File: src/rtl/wb_arbiter.sv
// wb_arbiter: merges pipeline writeback and queued accelerator results onto one register-file write port.
// Optional WAW kill of queued entries by younger pipeline writes: define WB_WAW_KILL_EN.
`default_nettype none

module wb_arbiter #(
   parameter int ACC_DEPTH = 2,
   parameter int DW        = 19
) (
   input  logic          clk,
   input  logic          rst,
   input  logic          pipe_wen,
   input  logic [2:0]    pipe_rd,
   input  logic [DW-1:0] pipe_data,
   input  logic          acc_valid,
   output logic          acc_ready,
   input  logic [2:0]    acc_rd,
   input  logic [DW-1:0] acc_data,
   output logic          reg_write,
   output logic [2:0]    rd_addr,
   output logic [DW-1:0] wb_data,
   output logic [7:0]    pending_mask
);

   localparam logic [2:0] c_DEPTH = 3'(ACC_DEPTH);
   localparam logic [1:0] c_LAST  = 2'(ACC_DEPTH - 1);

   // Storage is sized for the largest legal depth so 2-bit pointers index it cleanly.
   logic          r_live [4];
   logic [2:0]    r_rd   [4];
   logic [DW-1:0] r_data [4];
   logic [1:0]    r_wptr;
   logic [1:0]    r_rptr;
   logic [2:0]    r_count;

   logic w_pipe;
   logic w_nonempty;
   logic w_head_hit;
   logic w_head_live;
   logic w_pop;
   logic w_push;

   assign acc_ready  = (r_count < c_DEPTH);
   assign w_pipe     = pipe_wen && (pipe_rd != 3'd0);
   assign w_nonempty = (r_count != 3'd0);
   assign w_push     = acc_valid && acc_ready && (acc_rd != 3'd0);

`ifdef WB_WAW_KILL_EN
   assign w_head_hit = w_pipe && (r_rd[r_rptr] == pipe_rd);
`else
   assign w_head_hit = 1'b0;
`endif

   assign w_head_live = w_nonempty && r_live[r_rptr] && !w_head_hit;
   // A dead head always drains; a live head only drains when the pipeline leaves the port free.
   assign w_pop       = w_nonempty && (!w_head_live || !w_pipe);

   always_comb begin
      pending_mask = 8'h00;
      for (int i = 0; i < 4; i++) begin
         if (r_live[i]) pending_mask[r_rd[i]] = 1'b1;
      end
   end

   always_ff @(posedge clk or posedge rst) begin
      if (rst) begin
         reg_write <= 1'b0;
         rd_addr   <= 3'd0;
         wb_data   <= '0;
         r_wptr    <= 2'd0;
         r_rptr    <= 2'd0;
         r_count   <= 3'd0;
         for (int i = 0; i < 4; i++) begin
            r_live[i] <= 1'b0;
            r_rd[i]   <= 3'd0;
            r_data[i] <= '0;
         end
      end else begin
         if (w_pipe) begin
            reg_write <= 1'b1;
            rd_addr   <= pipe_rd;
            wb_data   <= pipe_data;
         end else if (w_head_live) begin
            reg_write <= 1'b1;
            rd_addr   <= r_rd[r_rptr];
            wb_data   <= r_data[r_rptr];
         end else begin
            reg_write <= 1'b0;
         end

`ifdef WB_WAW_KILL_EN
         for (int i = 0; i < 4; i++) begin
            if (w_pipe && (r_rd[i] == pipe_rd)) r_live[i] <= 1'b0;
         end
`endif

         if (w_pop) begin
            r_live[r_rptr] <= 1'b0;
            r_rptr         <= (r_rptr == c_LAST) ? 2'd0 : r_rptr + 2'd1;
         end

         // Written last so a same-cycle enqueue is younger than the pipeline write and survives it.
         if (w_push) begin
            r_live[r_wptr] <= 1'b1;
            r_rd[r_wptr]   <= acc_rd;
            r_data[r_wptr] <= acc_data;
            r_wptr         <= (r_wptr == c_LAST) ? 2'd0 : r_wptr + 2'd1;
         end

         case ({w_push, w_pop})
            2'b10:   r_count <= r_count + 3'd1;
            2'b01:   r_count <= r_count - 3'd1;
            default: r_count <= r_count;
         endcase
      end
   end

endmodule

`default_nettype wire

File: config.mk
export PLATFORM = sky130hd
export DESIGN_NAME = wb_arbiter
export DESIGN_NICKNAME = d
export VERILOG_FILES = /design/src/rtl/wb_arbiter.sv
export SDC_FILE = /design/constraint.sdc
export NUM_CORES = 1
export LEC_CHECK = 0
export ABC_AREA = 1
export BUFFER_PORTS_ARGS = -buffer_cell sky130_fd_sc_hd__buf_2
export CORE_MARGIN = 2
export CORE_UTILIZATION = 61
export CTS_CLUSTER_SIZE = 10
export DETAILED_ROUTE_END_ITERATION = 7
export HOLD_SLACK_MARGIN = 0.12
export PLACE_DENSITY = 0.93
export SETUP_SLACK_MARGIN = 0.15
export SYNTH_ARGS = -nofsm -noshare
export SYNTH_HDL_FRONTEND = slang
export SYNTH_SLANG_ARGS = --single-unit
File: constraint.sdc
create_clock -name clk -period 6.74 [get_ports clk]
set_input_delay 1.011 -clock clk [delete_from_list [all_inputs] [get_ports clk]]
set_output_delay 1.011 -clock clk [all_outputs]
set_load 0.05 [all_outputs]
Yosys cells after proc, flatten, opt, wreduce, memory -nomap -nowiden. Index checks and enable logic that the tools add are counted.

Output and inout bits: 32. Bits in registers: 122. Logic and storage cells: 108. Bits of input ports: 48.

Eq/ne operators: 4. Multiplexer cells: 42. Add/subtract/negate cells: 4. Order comparisons: 13. Bitwise gates (word level): 8. Reductions and logical operators: 19.

Operator list (count): $mux W19 (5); $bwmux W76 (1); $bmux W19 S2 (1); $demux W19 S2 (1); $mux W8 (4); $or A8 B8 Y8 (3); $lt A3 B4 Y1 const B (4); $mux W3 (5); $bwmux W12 (1); $demux W1 S3 (4); $ge A3 B1 Y1 const B (4); $logic_and A1 B1 Y1 (11); $mux W1 (10); $reduce_bool A3 Y1 (3); $mux W4 (2); $bmux W3 S2 (1); $demux W3 S2 (1); $eq A2 B1 Y1 const B (3); $ge A3 B3 Y1 const B (2); $lt A3 B1 Y1 const B (2); $not A2 Y3 (2); $pmux W3 S2 (1); $add A2 B1 Y2 const B (2); $and A4 B4 Y4 (1); 12 further kinds (16).

Longest topological paths before layout.
Depth after elaboration: 11. Depth in mapped cells: 14. Depth with buffers taken out: 13.

Worst setup path after synthesis. Ideal clock, no wire load.

Kind: flip-flop to flip-flop. From: register r_count[1]. To: register r_count[2]. Path buffers: 0. Required time: 6616 ps. Library setup time: 124 ps. Slack: 4033 ps. Period minus slack after synthesis: 2707 ps. Cell stages (with the launch flop): 10. Data arrival time: 2583 ps. Cell sequence: dfrtp_1 nor2_1 nand2_1 nand2_1 inv_1 ha_1 fa_1 a21oi_1 o21ai_0 xnor2_1.

RTL lines: start, declared (line 33) `logic [2:0] r_count;`; start signal, assigned (line 110) `2'b10: r_count <= r_count + 3'd1;`; start signal, assigned (line 111) `2'b01: r_count <= r_count - 3'd1;`; start signal, assigned (line 112) `default: r_count <= r_count;`; $lt A3 B2 Y1 (*) (line 42) `assign acc_ready = (r_count < c_DEPTH);`; net acc_ready (line 15) `output logic acc_ready,`; $logic_and A1 B1 Y1 (*) (2 in a row) (line 45) `assign w_push = acc_valid && acc_ready && (acc_rd != 3'd0);`; $eq A2 B1 Y1 or $eq A2 B2 Y1 (tied branches) (line 109) `case ({w_push, w_pop})`; $pmux W3 S2 or $reduce_bool A2 Y1 (tied branches).

Mark *: on every way through the listed nets, which the timed path passes. The rest lies on a longest branch. A chain may end at the register's enable or synchronous reset.

Final worst setup path.
From: input port pipe_rd[2]. To: register r_count[2].

Cells in the longest elaborated chain, start to end: 7.

RTL lines: start, declared (line 12) `input logic [2:0] pipe_rd,`; $reduce_bool A3 Y1 (*) (line 43) `assign w_pipe = pipe_wen && (pipe_rd != 3'd0);`; $logic_and A1 B1 Y1 (*) (line 43); $logic_not A1 Y1 (*) (line 55) `assign w_pop = w_nonempty && (!w_head_live || !w_pipe);`; $logic_or A1 B1 Y1 (*) (line 55); $logic_and A1 B1 Y1 (*) (line 55); $eq A2 B1 Y1 or $eq A2 B2 Y1 (tied branches) (line 109); $pmux W3 S2 or $reduce_bool A2 Y1 (tied branches).

Every way passes the cells marked *; elsewhere a longest branch is shown, timed or not.

==> metrics.md <==
| Metric | Value |
|---|---|
| Port buffer count | `79` |
| Inserted Clock Buffers | `17` |
| Worst vdd ir | `230 µV` |
| WS Path Type | `input port to register` |
| Synthesized area | `0.00619 mm²` |
| WL final | `15,400 µm` |
| Leakage dissipation | `between 3 and 4 nW` |
| Die width | `about 100 µm` |
| Routed len/inst | `approximately 16 µm` |
| Outcome | `completed` |
| Gpl congestion | `0.892` |
| Hold Path Class | `register to register` |
| #FFs+latches synth | `between 100 and 150` |
| Worst path max stage delay | `0.73 ns` |
| Global-route wire length before repair | `between 20,000 and 30,000 µm` |
| CTS tree | `done` |
| Cell mode on critical path | `nand2_1` |
| Setup bufs post-CTS | `0` |
| Setup_tns | `0 ns` |
| Clock Tree Root | `clkbuf_8` |
| Max FO, Critical Path | `46` |
| First-pass DRT Iterations | `5` |
| Die H | `105 µm` |
| Mean Syn Cell Area | `7.98 µm²` |
| Vias | `5,576` |
| Worst Setup End Kind | `register` |
| Final Setup Violations | `0` |
| Vias in the first global route | `5,436` |
| Post-CTS Hold Fix Bufs | `0` |
| Gate Count Post-Synth | `775` |
| Async S/R FF share, synth | `100%` |
| CP max stage cell | `inv_1` |
| Worst setup endpoint | `r_count[2]$_DFFE_PP0P_` |
| PD cells | `about 520 mW/mm²` |
| Share of cells above drive strength 1 | `20.2%` |
| CORE AREA | `0.00982 mm²` |
| CTS Sinks | `122` |
| Worst Reg-to-Reg Cells | `13` |
| Remaining DRCs | `0` |
| Initial drt markers | `546` |
| Share of the clock period used by the worst path | `between 50% and 60%` |
| Minimum clock period | `3.46 ns` |
| CP Launch Type | `input port` |
| H-tree levels | `4` |
| Commonest non-fill, non-tap cell in the layout | `nand2_1` |
| Synth warn | `0` |
| Synth cell types | `30` |
| GRT Util Overall | `29.6%` |
| Actual slew at the worst max-slew pin | `1.11 ns` |
| Largest net degree at the start of global routing | `65` |
| Most frequent cells in the layout | `358 x nand2_1, 122 x dfrtp_1, 79 x buf_2, 56 x nand3_1, 45 x inv_1` |
| Die Footprint | `0.0110 mm²` |
| Remaining global-route overflow | `0` |
| RSZ-0062 raised after global routing | `false` |
| Reg clk slew, reported paths | `around 0.060 ns` |
| Reg2reg start | `r_rptr[0]$_DFFE_PP0N_` |
| Slew HR | `25.6%` |
| Pwr Total | `~3.7 mW` |
| Register-to-register setup slack | `between 4 and 5 ns` |
| MaxCap Viol Count | `0` |
| Crit path from | `pipe_rd[2]` |
| Non-Filler Instances | `between 900 and 1,000` |
| CP Data Arrival Time | `between 3 and 4 ns` |
| Skew-Pair Late Insertion Delay | `0.53 ns` |
| Initial core utilization | `63.0%` |
| Hpwl dp | `8850 µm` |
| Diode count | `0` |
| NumNets Final | `884` |
| Placed cells | `between 900 and 1,000` |
| Post-synth EDFFs | `0` |
| Clock skew | `0.00802 ns` |
| Syn-to-layout area delta | `13.6%` |
| Slew Viols, Final | `0` |
| Peak Freq | `0.289 GHz` |
| Site Rows | `36` |
| Hold_sp | `r_data[9]$_DFFE_PP0P_` |
| Post-CTS Resized | `0` |
| Final ANT Viol Nets | `0` |
| Reg-to-reg endpoint | `r_count[2]$_DFFE_PP0P_` |
| Seq/Total Area, Yosys | `roughly half` |
| Post-synthesis net count | `slightly above 800` |
| Final Hold Fails | `0` |
| Top_reg_cell synth | `dfrtp_1` |
| Crit-path cells | `buf_2 -> nor2_1 -> nand2_1 -> nand2_2 -> inv_1 -> nand2_1 -> nand2_1 -> inv_1 -> ha_1 -> fa_1 -> a21oi_1 -> o21ai_0 -> xnor2_1` |
| Worst EP required | `7.15 ns` |
| Initial antenna violation count | `0` |
| Drt via density | `around 5.7` |
| Ports | `80` |
| Fillers | `between 600 and 700` |
| CTS Buffer Depth | `2` |
## synth_stat cells, types with 2 or more instances
cell,instances,area [µm²]
o21ai_2,44,385
nand4_1,13,81.3
nand2_2,4,25.0
buf_6,15,169
dfrtp_1,122,3050
clkbuf_1,6,22.5
inv_1,46,173
o2111ai_1,5,43.8
o21ai_1,38,190
nand3_1,56,280
buf_2,17,85.1
nand2_1,358,1340
a21oi_1,2,10.0
nand2_4,2,22.5
nand3_4,2,35.0
inv_2,2,7.51
buf_4,3,22.5
o21ai_0,12,60.1
xnor2_1,2,17.5
nor2_1,16,60.1
## worst min-delay path by stage
stage / to / slack (ns) / cells after the start
4_1_cts: r_data[9]$_DFFE_PP0P_ / 0.48 / 2
5_1_grt: r_data[39]$_DFFE_PP0P_ / 0.50 / 2
3_5_place_dp: r_data[9]$_DFFE_PP0P_ / 0.47 / 2
2_1_floorplan: r_data[63]$_DFFE_PP0P_ / 0.45 / 2
3_3_place_gp: r_data[53]$_DFFE_PP0P_ / 0.46 / 2
6_report: r_data[9]$_DFFE_PP0P_ / 0.48 / 2
## per-layer routing
metal | share of wire, % | GRT usage (%)
met3 | 8.2 | 7.61
met1 | 41 | 40.1
met4 | 2.7 | 13.0
met2 | 48 | 45.3
met5 | 0 | 0
## area by class of cell
type                       count  area, µm²  area share [%]
clock inverter                12        125            1.78
tap                          133        166            2.37
timing repair buffer          81        410            5.84
inverter                      49        189            2.69
multi-input combinational    563       2650            37.7
sequential                   122       3050            43.4
clock buffer                  20        435            6.20
## through the flow
step | cell area [µm²] | util, % | hold WS [ns] | setup slack [ns]
after floorplan | 6190 | - | 0.453 | 2.49
after global routing | 7030 | 71.6 | 0.498 | 2.93
after detailed placement | 6470 | 65.9 | 0.469 | 2.78
after global placement | 6470 | 65.9 | 0.465 | 2.86
after CTS | 7030 | 71.6 | 0.483 | 3.32
final | 7030 | 71.6 | 0.480 | 3.28
## flip-flops by register name, indices dropped and copies added (netlist names)
register,flops
r_data,76
r_rd,12
r_count,3
reg_write,1
wb_data,19
r_live,4
rd_addr,3
r_rptr,2
r_wptr,2
## power by group
part | leakage (nW) | switching, mW | internal (mW)
Clock | 0.259 | 0.321 | 0.532
Sequential | 1.56 | 0.255 | 1.07
Combinational | 1.92 | 1.05 | 0.435
Total | 3.74 | 1.62 | 2.04
## kinds of logic after synthesis
| logic type | count (synthesis) | synth area share, % |
|---|---|---|
| AO/OA/AOI/OAI | 103 | 11.3 |
| adder cells (fa/ha/maj) | 2 | 0.526 |
| AND/OR/NAND/NOR | 455 | 30.5 |
| XOR/XNOR | 2 | 0.283 |
| buffers and inverters | 90 | 7.85 |
| multiplexers | 1 | 0.182 |
| flip-flops | 122 | 49.3 |
## worst max-delay path, delay by kind of cell
family	cells	cell delay, ns
AO/OA/AOI/OAI	2	0.25
buffers and inverters	3	0.88
XOR/XNOR	1	0.14
adder cells (fa/ha/maj)	2	0.59
AND/OR/NAND/NOR	5	0.99
Note: power is estimated with default switching activity, not from simulation.
